`config.mk`:
```
export PLATFORM = sky130hd
export DESIGN_NAME = shift_sequencer
export DESIGN_NICKNAME = d
export VERILOG_FILES = /design/src/rtl/shift_sequencer_pkg.sv /design/src/rtl/shift_sequencer_shifter.sv /design/src/rtl/shift_sequencer.sv
export SDC_FILE = /design/constraint.sdc
export NUM_CORES = 1
export LEC_CHECK = 0
export BUFFER_PORTS_ARGS = -buffer_cell sky130_fd_sc_hd__clkbuf_2
export CAP_MARGIN = 40
export CORE_ASPECT_RATIO = 0.5
export CORE_UTILIZATION = 50
export CTS_CLUSTER_SIZE = 10
export DETAILED_ROUTE_END_ITERATION = 8
export PLACE_DENSITY = 0.74
export SLEW_MARGIN = 10
export SYNTH_ARGS = -nofsm -noshare
export SYNTH_HDL_FRONTEND = slang
export SYNTH_SLANG_ARGS = --single-unit
```
`constraint.sdc`:
```
create_clock -name clk -period 3.75 [get_ports clk]
set_input_delay 0.75 -clock clk [delete_from_list [all_inputs] [get_ports clk]]
set_output_delay 0.75 -clock clk [all_outputs]
set_load 0.1 [all_outputs]
```
`src/rtl/shift_sequencer_pkg.sv`:
```
// Shared types for the shift sequencer: shift op codes and FSM states.
// Imported by the sequencer top and its single-bit shifter.
package shift_sequencer_pkg;

  localparam int unsigned DW = 16;
  localparam int unsigned CW = 4;

  typedef enum logic [1:0] {
    SH_NONE = 2'b00,
    SH_LEFT = 2'b01,
    SH_LSR  = 2'b10,
    SH_ASR  = 2'b11
  } shift_op_e;

  typedef enum logic [1:0] {
    ST_IDLE  = 2'b00,
    ST_SHIFT = 2'b01,
    ST_DONE  = 2'b10
  } state_e;

  // Ops that finish without any shift step.
  function automatic logic is_noop(
    input logic [1:0]    op,
    input logic [CW-1:0] amt
  );
    return (op == SH_NONE) || (amt == '0);
  endfunction

endpackage

```
`src/rtl/shift_sequencer_shifter.sv`:
```
// Combinational single-bit shifter used by the shift sequencer.
// One step per call: left, logical right, arithmetic right or pass.
module shift_sequencer_shifter
  import shift_sequencer_pkg::*;
(
  input  logic [DW-1:0] data_i,
  input  logic [1:0]    shift_i,
  output logic [DW-1:0] data_o
);

  always_comb begin
    data_o = data_i;
    unique case (shift_op_e'(shift_i))
      SH_NONE: data_o = data_i;
      SH_LEFT: data_o = {data_i[DW-2:0], 1'b0};
      SH_LSR:  data_o = {1'b0, data_i[DW-1:1]};
      SH_ASR:  data_o = {data_i[DW-1], data_i[DW-1:1]};
      default: data_o = data_i;
    endcase
  end

endmodule

```
`src/rtl/shift_sequencer.sv`:
```
// Multi-cycle shifter: one bit per clock for amt cycles, then a
// one-cycle done pulse; dout holds the result until the next start.
module shift_sequencer
  import shift_sequencer_pkg::*;
(
  input  logic          clk,
  input  logic          reset,
  input  logic          start,
  input  logic [15:0]   din,
  input  logic [1:0]    op,
  input  logic [3:0]    amt,
  output logic          ready,
  output logic          busy,
  output logic          done,
  output logic [15:0]   dout
);

  state_e        state_q, state_d;
  logic [CW-1:0] cnt_q, cnt_d;
  logic [1:0]    op_q, op_d;
  logic [DW-1:0] dout_q, dout_d;
  logic [DW-1:0] step;

  shift_sequencer_shifter u_shifter (
    .data_i  (dout_q),
    .shift_i (op_q),
    .data_o  (step)
  );

  always_ff @(posedge clk or negedge reset) begin
    if (!reset) begin
      state_q <= ST_IDLE;
      cnt_q   <= '0;
      op_q    <= SH_NONE;
      dout_q  <= '0;
    end else begin
      state_q <= state_d;
      cnt_q   <= cnt_d;
      op_q    <= op_d;
      dout_q  <= dout_d;
    end
  end

  always_comb begin
    state_d = state_q;
    cnt_d   = cnt_q;
    op_d    = op_q;
    dout_d  = dout_q;
    unique case (state_q)
      ST_IDLE: begin
        if (start) begin
          dout_d = din;
          cnt_d  = amt;
          op_d   = op;
          if (is_noop(op, amt)) state_d = ST_DONE;
          else                  state_d = ST_SHIFT;
        end
      end
      ST_SHIFT: begin
        dout_d = step;
        // cnt is at least 1 here, so the decrement cannot wrap.
        if (cnt_q <= 4'd1) begin
          cnt_d   = '0;
          state_d = ST_DONE;
        end else begin
          cnt_d = cnt_q - 4'd1;
        end
      end
      ST_DONE: state_d = ST_IDLE;
      default: state_d = ST_IDLE;
    endcase
  end

  assign ready = (state_q == ST_IDLE);
  assign busy  = (state_q == ST_SHIFT) || (state_q == ST_DONE);
  assign done  = (state_q == ST_DONE);
  assign dout  = dout_q;

endmodule

```
### Word-level counts from Yosys, hierarchy flattened

Cells that the tools add are included.

| storage, ports and cells | value |
|---|---|
| output and inout bits | 19 |
| word-level logic and storage cells | 38 |
| register bits | 24 |
| input port bits | 25 |

| cells by class | value |
|---|---|
| reduce and logical (&&, ||, !) cells | 12 |
| add/subtract/negate cells | 1 |
| equal/unequal tests | 9 |
| muxes and demuxes | 10 |
| magnitude comparators | 1 |

Operator list:

| kind | number |
|---|---|
| $pmux 16 s3 | 1 |
| $pmux 16 s2 | 1 |
| $mux 16 | 1 |
| $mux 4 | 2 |
| $ne 2x2->1 const B | 4 |
| $pmux 4 s2 | 1 |
| $eq 2x2->1 const B | 3 |
| $logic_not 2->1 | 3 |
| $mux 2 | 3 |
| $reduce_and 2->1 | 3 |
| $eq 2x1->1 const B | 2 |
| $le 4x1->1 const B | 1 |
| $logic_not 4->1 | 1 |
| $pmux 2 s2 | 1 |
| $reduce_and 4->1 | 1 |
| $sub 4x1->4 const B | 1 |
| $reduce_and 3->1 | 1 |
| $logic_or 1x1->1 | 2 |
| $reduce_bool 2->1 | 1 |

### Logic depth before layout (Yosys ltp)

Gate-level depths: netlist of the first run.

| depth | value |
|---|---|
| word-level depth | 5 |
| mapped depth | 8 |
| depth with buffers taken out | 6 |

### Cells and area by module

Synthesis of the first run repeated with hierarchy kept, for this count alone.

| second synthesis, totals | value |
|---|---|
| cells, all modules | 172 |
| area total of the unflattened synthesis | 1609.0 um^2 |

Modules (own cells, without submodules):

| module | seq. area each (um^2) | area each (um^2) | cells each | times used |
|---|---|---|---|---|
| shift_sequencer | 600.6 | 1253.7 | 121 | 1 |
| shift_sequencer_shifter | 0.0 | 355.3 | 51 | 1 |

### Least setup slack after synthesis of the first run

No wires, ideal clock.

| timing | value |
|---|---|
| path kind | reg2reg |
| start point | reg state_q[0] |
| end point | reg dout_q[4], in the netlist dout[4] |
| stages on the path, launching flop included | 8 |
| path slack | 1372 ps |
| required time | 3674 ps |
| clock period less this slack | 2378 ps |
| library setup time | 76 ps |
| path buffers | 1 |
| arrival | 2302 ps |
| cells stage by stage | dfrtp_1 inv_1 ha_1 mux2i_4 a21o_1 buf_6 nand2_1 o21ai_1 |

| on the way | value |
|---|---|
| cells in the longest elaborated chain, start to end | 3 |
| elaborated cells between the ends (all ways) | 7 |
| classes of those cells | eq/ne (3); mux (1); reduce/logical (3) |

Ends and longest elaborated chain:

| what | RTL line | RTL |
|---|---|---|
| start, declared | shift_sequencer.sv:18 | `state_e state_q, state_d;` |
| start signal, assigned | shift_sequencer.sv:37 | `state_q <= state_d;` |
| $logic_not 2->1 (*) | - |  |
| named net ready | shift_sequencer.sv:12 | `output logic ready,` |
| $ne 2x2->1 (no line) / $reduce_bool 2->1 (equally long branches) | - |  |
| $reduce_and 3->1 (no line) | - |  |
| end signal, assigned | shift_sequencer.sv:40 | `dout_q <= dout_d;` |
| end, declared | shift_sequencer.sv:21 | `logic [DW-1:0] dout_q, dout_d;` |

Mark *: on every way through the listed nets, which the timed path passes. The rest lies on a longest branch.
A chain may end at the register's enable or synchronous reset.

### Final worst setup path of the first run

| timing | value |
|---|---|
| start point | reg state_q[0] |
| end point | out ready |

| on the way | value |
|---|---|
| cells in the longest elaborated chain, start to end | 1 |

Ends and longest elaborated chain:

| what | RTL line | RTL |
|---|---|---|
| $logic_not 2->1 | shift_sequencer.sv:74 | `assign ready = (state_q == ST_IDLE);` |
| end, declared | shift_sequencer.sv:12 |  |

Every way passes these cells.

==> results of run 1 <==
[flip-flops by register name (all words and copies together), names as in the netlist]
register and count:
dout 16, cnt_q 4, op_q 2, state_q 2
[routing by layer]
layer	vias up	share of wire, %	global-route usage (%)
li1	634	-	-
met1	549	51	24.9
met2	30	44	34.1
met3	2	4.2	5.68
met4	0	0.43	4.17
met5	-	0	0
[cell usage after synthesis, types with 2 or more instances]
| cell type | number | area share (%) |
|---|---|---|
| ha_1 | 5 | 4.3 |
| buf_2 | 3 | 1.0 |
| dfrtp_1 | 24 | 41 |
| nor4_1 | 2 | 0.85 |
| a22oi_1 | 3 | 1.5 |
| buf_6 | 4 | 3.1 |
| inv_1 | 7 | 1.8 |
| o21ai_1 | 7 | 2.4 |
| mux2_2 | 2 | 1.5 |
| nor2_1 | 20 | 5.1 |
| mux2i_1 | 14 | 9.5 |
| o21ai_2 | 10 | 6.0 |
| nand2_1 | 18 | 4.6 |
| a21oi_1 | 21 | 7.2 |
[cell families after synthesis]
| kind of cell | after synthesis | share of synthesized area, % |
|---|---|---|
| buffers and inverters | 17 | 6.90 |
| AOI/OAI and AO/OA | 47 | 20.1 |
| xor gates and xnor gates | 1 | 0.597 |
| and+or+nand+nor | 48 | 14.6 |
| muxes | 17 | 12.6 |
| DFF | 24 | 40.9 |
| adders and majority gates | 5 | 4.26 |
[worst paths after layout]
kind / end / slack, ps / from
setup / recovery: ready / 1480 / state_q[0]
hold / removal: dout[6] / 470 / reset
setup reg to reg: dout[4] / 1660 / state_q[0]
hold reg to reg: state_q[0] / 520 / state_q[0]
max in group asynchronous: cnt_q[0] / 2890 / reset
min in group clk: state_q[0] / 520 / state_q[0]
[area by class of cell]
class | instances | area [um2]
tap | 37 | 46.3
timing repair buffer | 44 | 230
sequential | 24 | 601
fill | 248 | 956
clock buffer | 4 | 55.1
multi-input combinational | 118 | 766
inverter | 8 | 30.0
[through the flow]
step           area (um2)  std cells
2_1_floorplan        1470        159
3_3_place_gp         1660        230
3_5_place_dp         1670        231
4_1_cts              1730        235
5_1_grt              1730        235
6_report             1730        235
==> metrics.md, run 1 <==
| Metric | Value |
|---|---|
| Share of cells above drive strength 1 | `32.3%` |
| Distinct cells, synth | `33` |
| I/O pin total | `44` |
| Vias per Instance | `a little over 5` |
| Post-DP HPWL | `2030 um` |
| DR DRC count | `0` |
| Startpoint types | `flop` |
| Largest stage delay, worst path | `500 ps` |
| CP max stage cell | `clkbuf_2` |
| Asr flop ratio synth | `100%` |
| CTS Hold Bufs | `0` |
| Vias in the first global route | `1019` |
| GP Congestion | `0.925` |
| Syn Area/Cell | `around 9 um2` |
| TritonRoute pass-1 iters | `4` |
| Status | `completed` |
| Critical-path maximum fanout | `4` |
| Net Count, Synth | `approximately 190` |
| Fmax | `0.441 GHz` |
| Synth Instances | `159` |
| Resize count post-CTS | `0` |
| Seq/Total Area, Yosys | `40.9%` |
| Setup slack after layout | `1480 ps` |
| Global-route wire length before repair | `4510 um` |
| Mapped cell area | `1470 um2` |
| NumNets Final | `229` |
| Worst slew margin | `37.3%` |
| Commonest non-fill, non-tap cell in the layout | `clkbuf_2` |
| Pin count of the biggest net entering global routing | `35` |
| Worst path top cell family by delay | `buffers and inverters` |
| CTS buffer count | `3` |
| Unrepaired setup endpoints after global routing | `false` |
| Hold violation count in the final report | `0` |
| CTS tree | `done` |
| Vias | `1215` |
| Post-route clock skew | `~0.94 ps` |
| IO Port Bufs | `43` |
| Die area | `3170 um2` |
| Row count | `13` |
| Die width | `between 70 and 80 um` |
| CTS H-Tree Depth | `1` |
| Die Height | `40.3 um` |
| Synthesis-to-finish area growth | `17.7%` |
| Final worst path period share | `approximately three fifths` |
| Stages on worst setup path | `3` |
| CP Class | `reg -> out` |
| Post-synth EDFFs | `0` |
| Routed WL | `2810 um` |
| Endpoints failing setup | `0` |
| CORE AREA | `2680 um2` |
| Req. time, crit path | `about 3000 ps` |
| Worst R2R Path Depth | `7` |
| Max-slew violation count | `0` |
| Clock buffer depth | `2` |
| Crit end category | `primary output` |
| CP Buf/Inv Count | `2` |
| Root Buffer | `clkbuf_8` |
| Avg WL per Cell | `around 12 um` |
| HP Class | `in -> async` |
| CTS clk-pin slew, worst paths | `80 ps` |
| Dpl ws | `between 1500 and 2000 ps` |
| Postcts setup bufs | `0` |
| Worst hold slack | `471 ps` |
| Initial antenna violation count | `0` |
| ANT nets after route | `0` |
| Slew @ Worst Pin | `940 ps` |
| CTS Sinks | `24` |
| Most frequent cells in the layout | `clkbuf_2, dfrtp_1, a21oi_1` |
| Final design utilization | `between 60% and 70%` |
| Most frequently used flop master after synthesis | `dfrtp_1` |
| Synth warnings | `0` |
| Starting Density | `54.7%` |
| Clk_lat worst skew | `260 ps` |
| All-Layer GR Usage | `between 10% and 20%` |
| First DRT Iteration DRCs | `28` |
| Seq cells post-synth | `24` |
| CP arrival | `~1500 ps` |
| GRT overflow | `0` |
| Post-layout min period | `2270 ps` |
| Crit-path cells | `inv_1, ha_1, clkbuf_2` |
| # Max-Cap Violations | `0` |
| Number of diodes | `0` |
| Total negative setup slack | `0 ps` |
Power of run 1 is left out: the tool's default activity adds up to more than one toggle a clock period on the data nets, which glitch-free logic cannot reach.
==> inputs of run 2 (changes only) <==
--- a/config.mk
+++ b/config.mk
@@ -8,10 +8,10 @@
 export BUFFER_PORTS_ARGS = -buffer_cell sky130_fd_sc_hd__clkbuf_2
 export CAP_MARGIN = 40
 export CORE_ASPECT_RATIO = 0.5
-export CORE_UTILIZATION = 50
+export CORE_UTILIZATION = 46
 export CTS_CLUSTER_SIZE = 10
 export DETAILED_ROUTE_END_ITERATION = 8
-export PLACE_DENSITY = 0.74
+export PLACE_DENSITY = 0.71
 export SLEW_MARGIN = 10
 export SYNTH_ARGS = -nofsm -noshare
 export SYNTH_HDL_FRONTEND = slang
==> constraint.sdc (replaced) <==
create_clock -name clk -period 2 [get_ports clk]
set_input_delay 0.4 -clock clk [delete_from_list [all_inputs] [get_ports clk]]
set_output_delay 0.4 -clock clk [all_outputs]
set_load 0.1 [all_outputs]
==> metrics.md, run 2 (same netlist as run 1, synthesis figures left out) <==
| Metric | Value |
|---|---|
| Number of diodes | `0 (unchanged)` |
| CTS H-Tree Depth | `1 (unchanged)` |
| HP Class | `in -> async` |
| Avg WL per Cell | `12.8 um (+6.6%)` |
| ANT nets after route | `0 (unchanged)` |
| CTS buffer count | `3 (unchanged)` |
| Startpoint types | `flop` |
| Post-route clock skew | `2.17 ps (+1.23 ps)` |
| All-Layer GR Usage | `19.8% (+0.30 points)` |
| Post-layout min period | `1860 ps` |
| CP arrival | `1460 ps (-60 ps)` |
| Pin count of the biggest net entering global routing | `35 (unchanged)` |
| CP endpoint | `ready` |
| Fmax | `0.539 GHz` |
| Crit. Startpoint | `state_q[1]` |
| R2r endpoint | `state_q[1]` |
| CTS Sinks | `24 (unchanged)` |
| NumNets Final | `232 (+1.3%)` |
| Worst slew margin | `58.2% (+21 points)` |
| Postcts setup bufs | `0 (unchanged)` |
| Fillers | `288 (+16%)` |
| Endpoints failing setup | `0 (unchanged)` |
| I/O pin total | `44 (unchanged)` |
| Starting Density | `48.7% (-6.0 points)` |
| Largest stage delay, worst path | `460 ps (-40 ps)` |
| DP Cell Count | `237 (+2.6%)` |
| Crit end category | `primary output` |
| Root Buffer | `clkbuf_8` |
| Post-DP HPWL | `2220 um (+9.3%)` |
| IO Port Bufs | `43 (unchanged)` |
| Global-route wire length before repair | `5170 um (+15%)` |
| Reg-to-Reg Start | `state_q[1]` |
| Commonest non-fill, non-tap cell in the layout | `clkbuf_2` |
| Final cell count without fillers | `241 (+2.6%)` |
| GP Congestion | `0.829 (-10%)` |
| Critical-path maximum fanout | `4 (unchanged)` |
| Initial antenna violation count | `0 (unchanged)` |
| # Max-Cap Violations | `0 (unchanged)` |
| Status | `completed` |
| CTS tree | `done` |
| Clock buffer depth | `2 (unchanged)` |
| Worst R2R Path Depth | `4 (-3)` |
| Largest register FFs | `16 (unchanged)` |
| DR DRC count | `0 (unchanged)` |
| CTS clk-pin slew, worst paths | `80 ps (about the same)` |
| Die Height | `41.9 um (+4.0%)` |
| First DRT Iteration DRCs | `36 (+29%)` |
| Total negative setup slack | `0 ps (unchanged)` |
| Req. time, crit path | `1600 ps (-1400 ps)` |
| GRT overflow | `0 (unchanged)` |
| Slew @ Worst Pin | `627 ps (-313 ps)` |
| Most frequent cells in the layout | `clkbuf_2, dfrtp_1, a21oi_1` |
| Row count | `14 (+1)` |
| Die width | `81.9 um (+4.1%)` |
| Die area | `3430 um2 (+8.4%)` |
| Worst hold slack | `131 ps (-339 ps)` |
| Synthesis-to-finish area growth | `20.9%` |
| Final worst path period share | `92.8%` |
| Clk_lat worst skew | `270 ps (about the same)` |
| Crit-path cells | `inv_1, ha_4, clkbuf_2` |
| Vias in the first global route | `1145 (+12%)` |
| Max-slew violation count | `0 (unchanged)` |
| CP Class | `reg -> out` |
| Vias per Instance | `5.12 (-0.88%)` |
| CORE AREA | `3010 um2 (+12%)` |
| Unrepaired setup endpoints after global routing | `false` |
| Share of cells above drive strength 1 | `34.3% (+2.0 points)` |
| Vias | `1235 (+1.6%)` |
| Reg-to-reg setup timing slack | `280 ps (-1380 ps)` |
| Routed WL | `3080 um (+9.3%)` |
| TritonRoute pass-1 iters | `4 (unchanged)` |
| CP max stage cell | `clkbuf_2` |
| Hold violation count in the final report | `0 (unchanged)` |
==> run 2: cell count changes in the layout (fill, tap and decap cells not counted), sizes merged <==
cell  before  now
buf        1    4
==> run 2: metrics by stage <==
step / cell area [um2] / utilization [%] / setup WS (ps)
2_1_floorplan: 1480 / - / 185
3_3_place_gp: 1720 / 57.0 / 256
3_5_place_dp: 1720 / 57.0 / 102
4_1_cts: 1770 / 58.8 / 78.4
5_1_grt: 1770 / 58.9 / 95.5
6_report: 1770 / 58.9 / 145
==> run 2: worst min path at each step <==
stage                     startpoint  cells after the start        to  slack (ps)
final                          reset                      1  cnt_q[0]         130
after CTS                      reset                      1   dout[1]         150
after global placement         reset                      1  cnt_q[0]         440
after detailed placement       reset                      1  cnt_q[0]         440
after global routing           reset                      1   dout[1]         170
after floorplan                reset                      0  cnt_q[0]         100
==> run 2: layout make-up <==
type	instances	area (um2)	share of cell area (%)
flip-flops and latches	24	601	33.9
inverters	8	30.0	1.69
multi-input cells	118	781	44.0
clock buffers	4	55.1	3.10
repair buffers	47	258	14.5
well taps	40	50.0	2.82
==> run 2: routing by layer <==
metal | up-vias | GRT usage [%] | share of wire [%]
li1 | 640 | - | -
met1 | 571 | 27.0 | 47
met2 | 22 | 31.7 | 49
met3 | 2 | 4.40 | 3.8
met4 | 0 | 5.26 | 0.75
met5 | - | 0 | 0
==> run 2: repair_timing <==
action | in CTS | in global routing
hold buffers | 0 | 0
endpoints found under the hold margin | 0 | 0
endpoints found under the setup margin | 0 | 1
resized for setup | 0 | 1
==> run 2: critical path: cells and delay by family (launching register included) <==
kind	cells	cell delay [ps]
buf+inv	2	600
fa+ha+maj	1	180
flops	1	410
Power of run 2 is left out for the same reason.
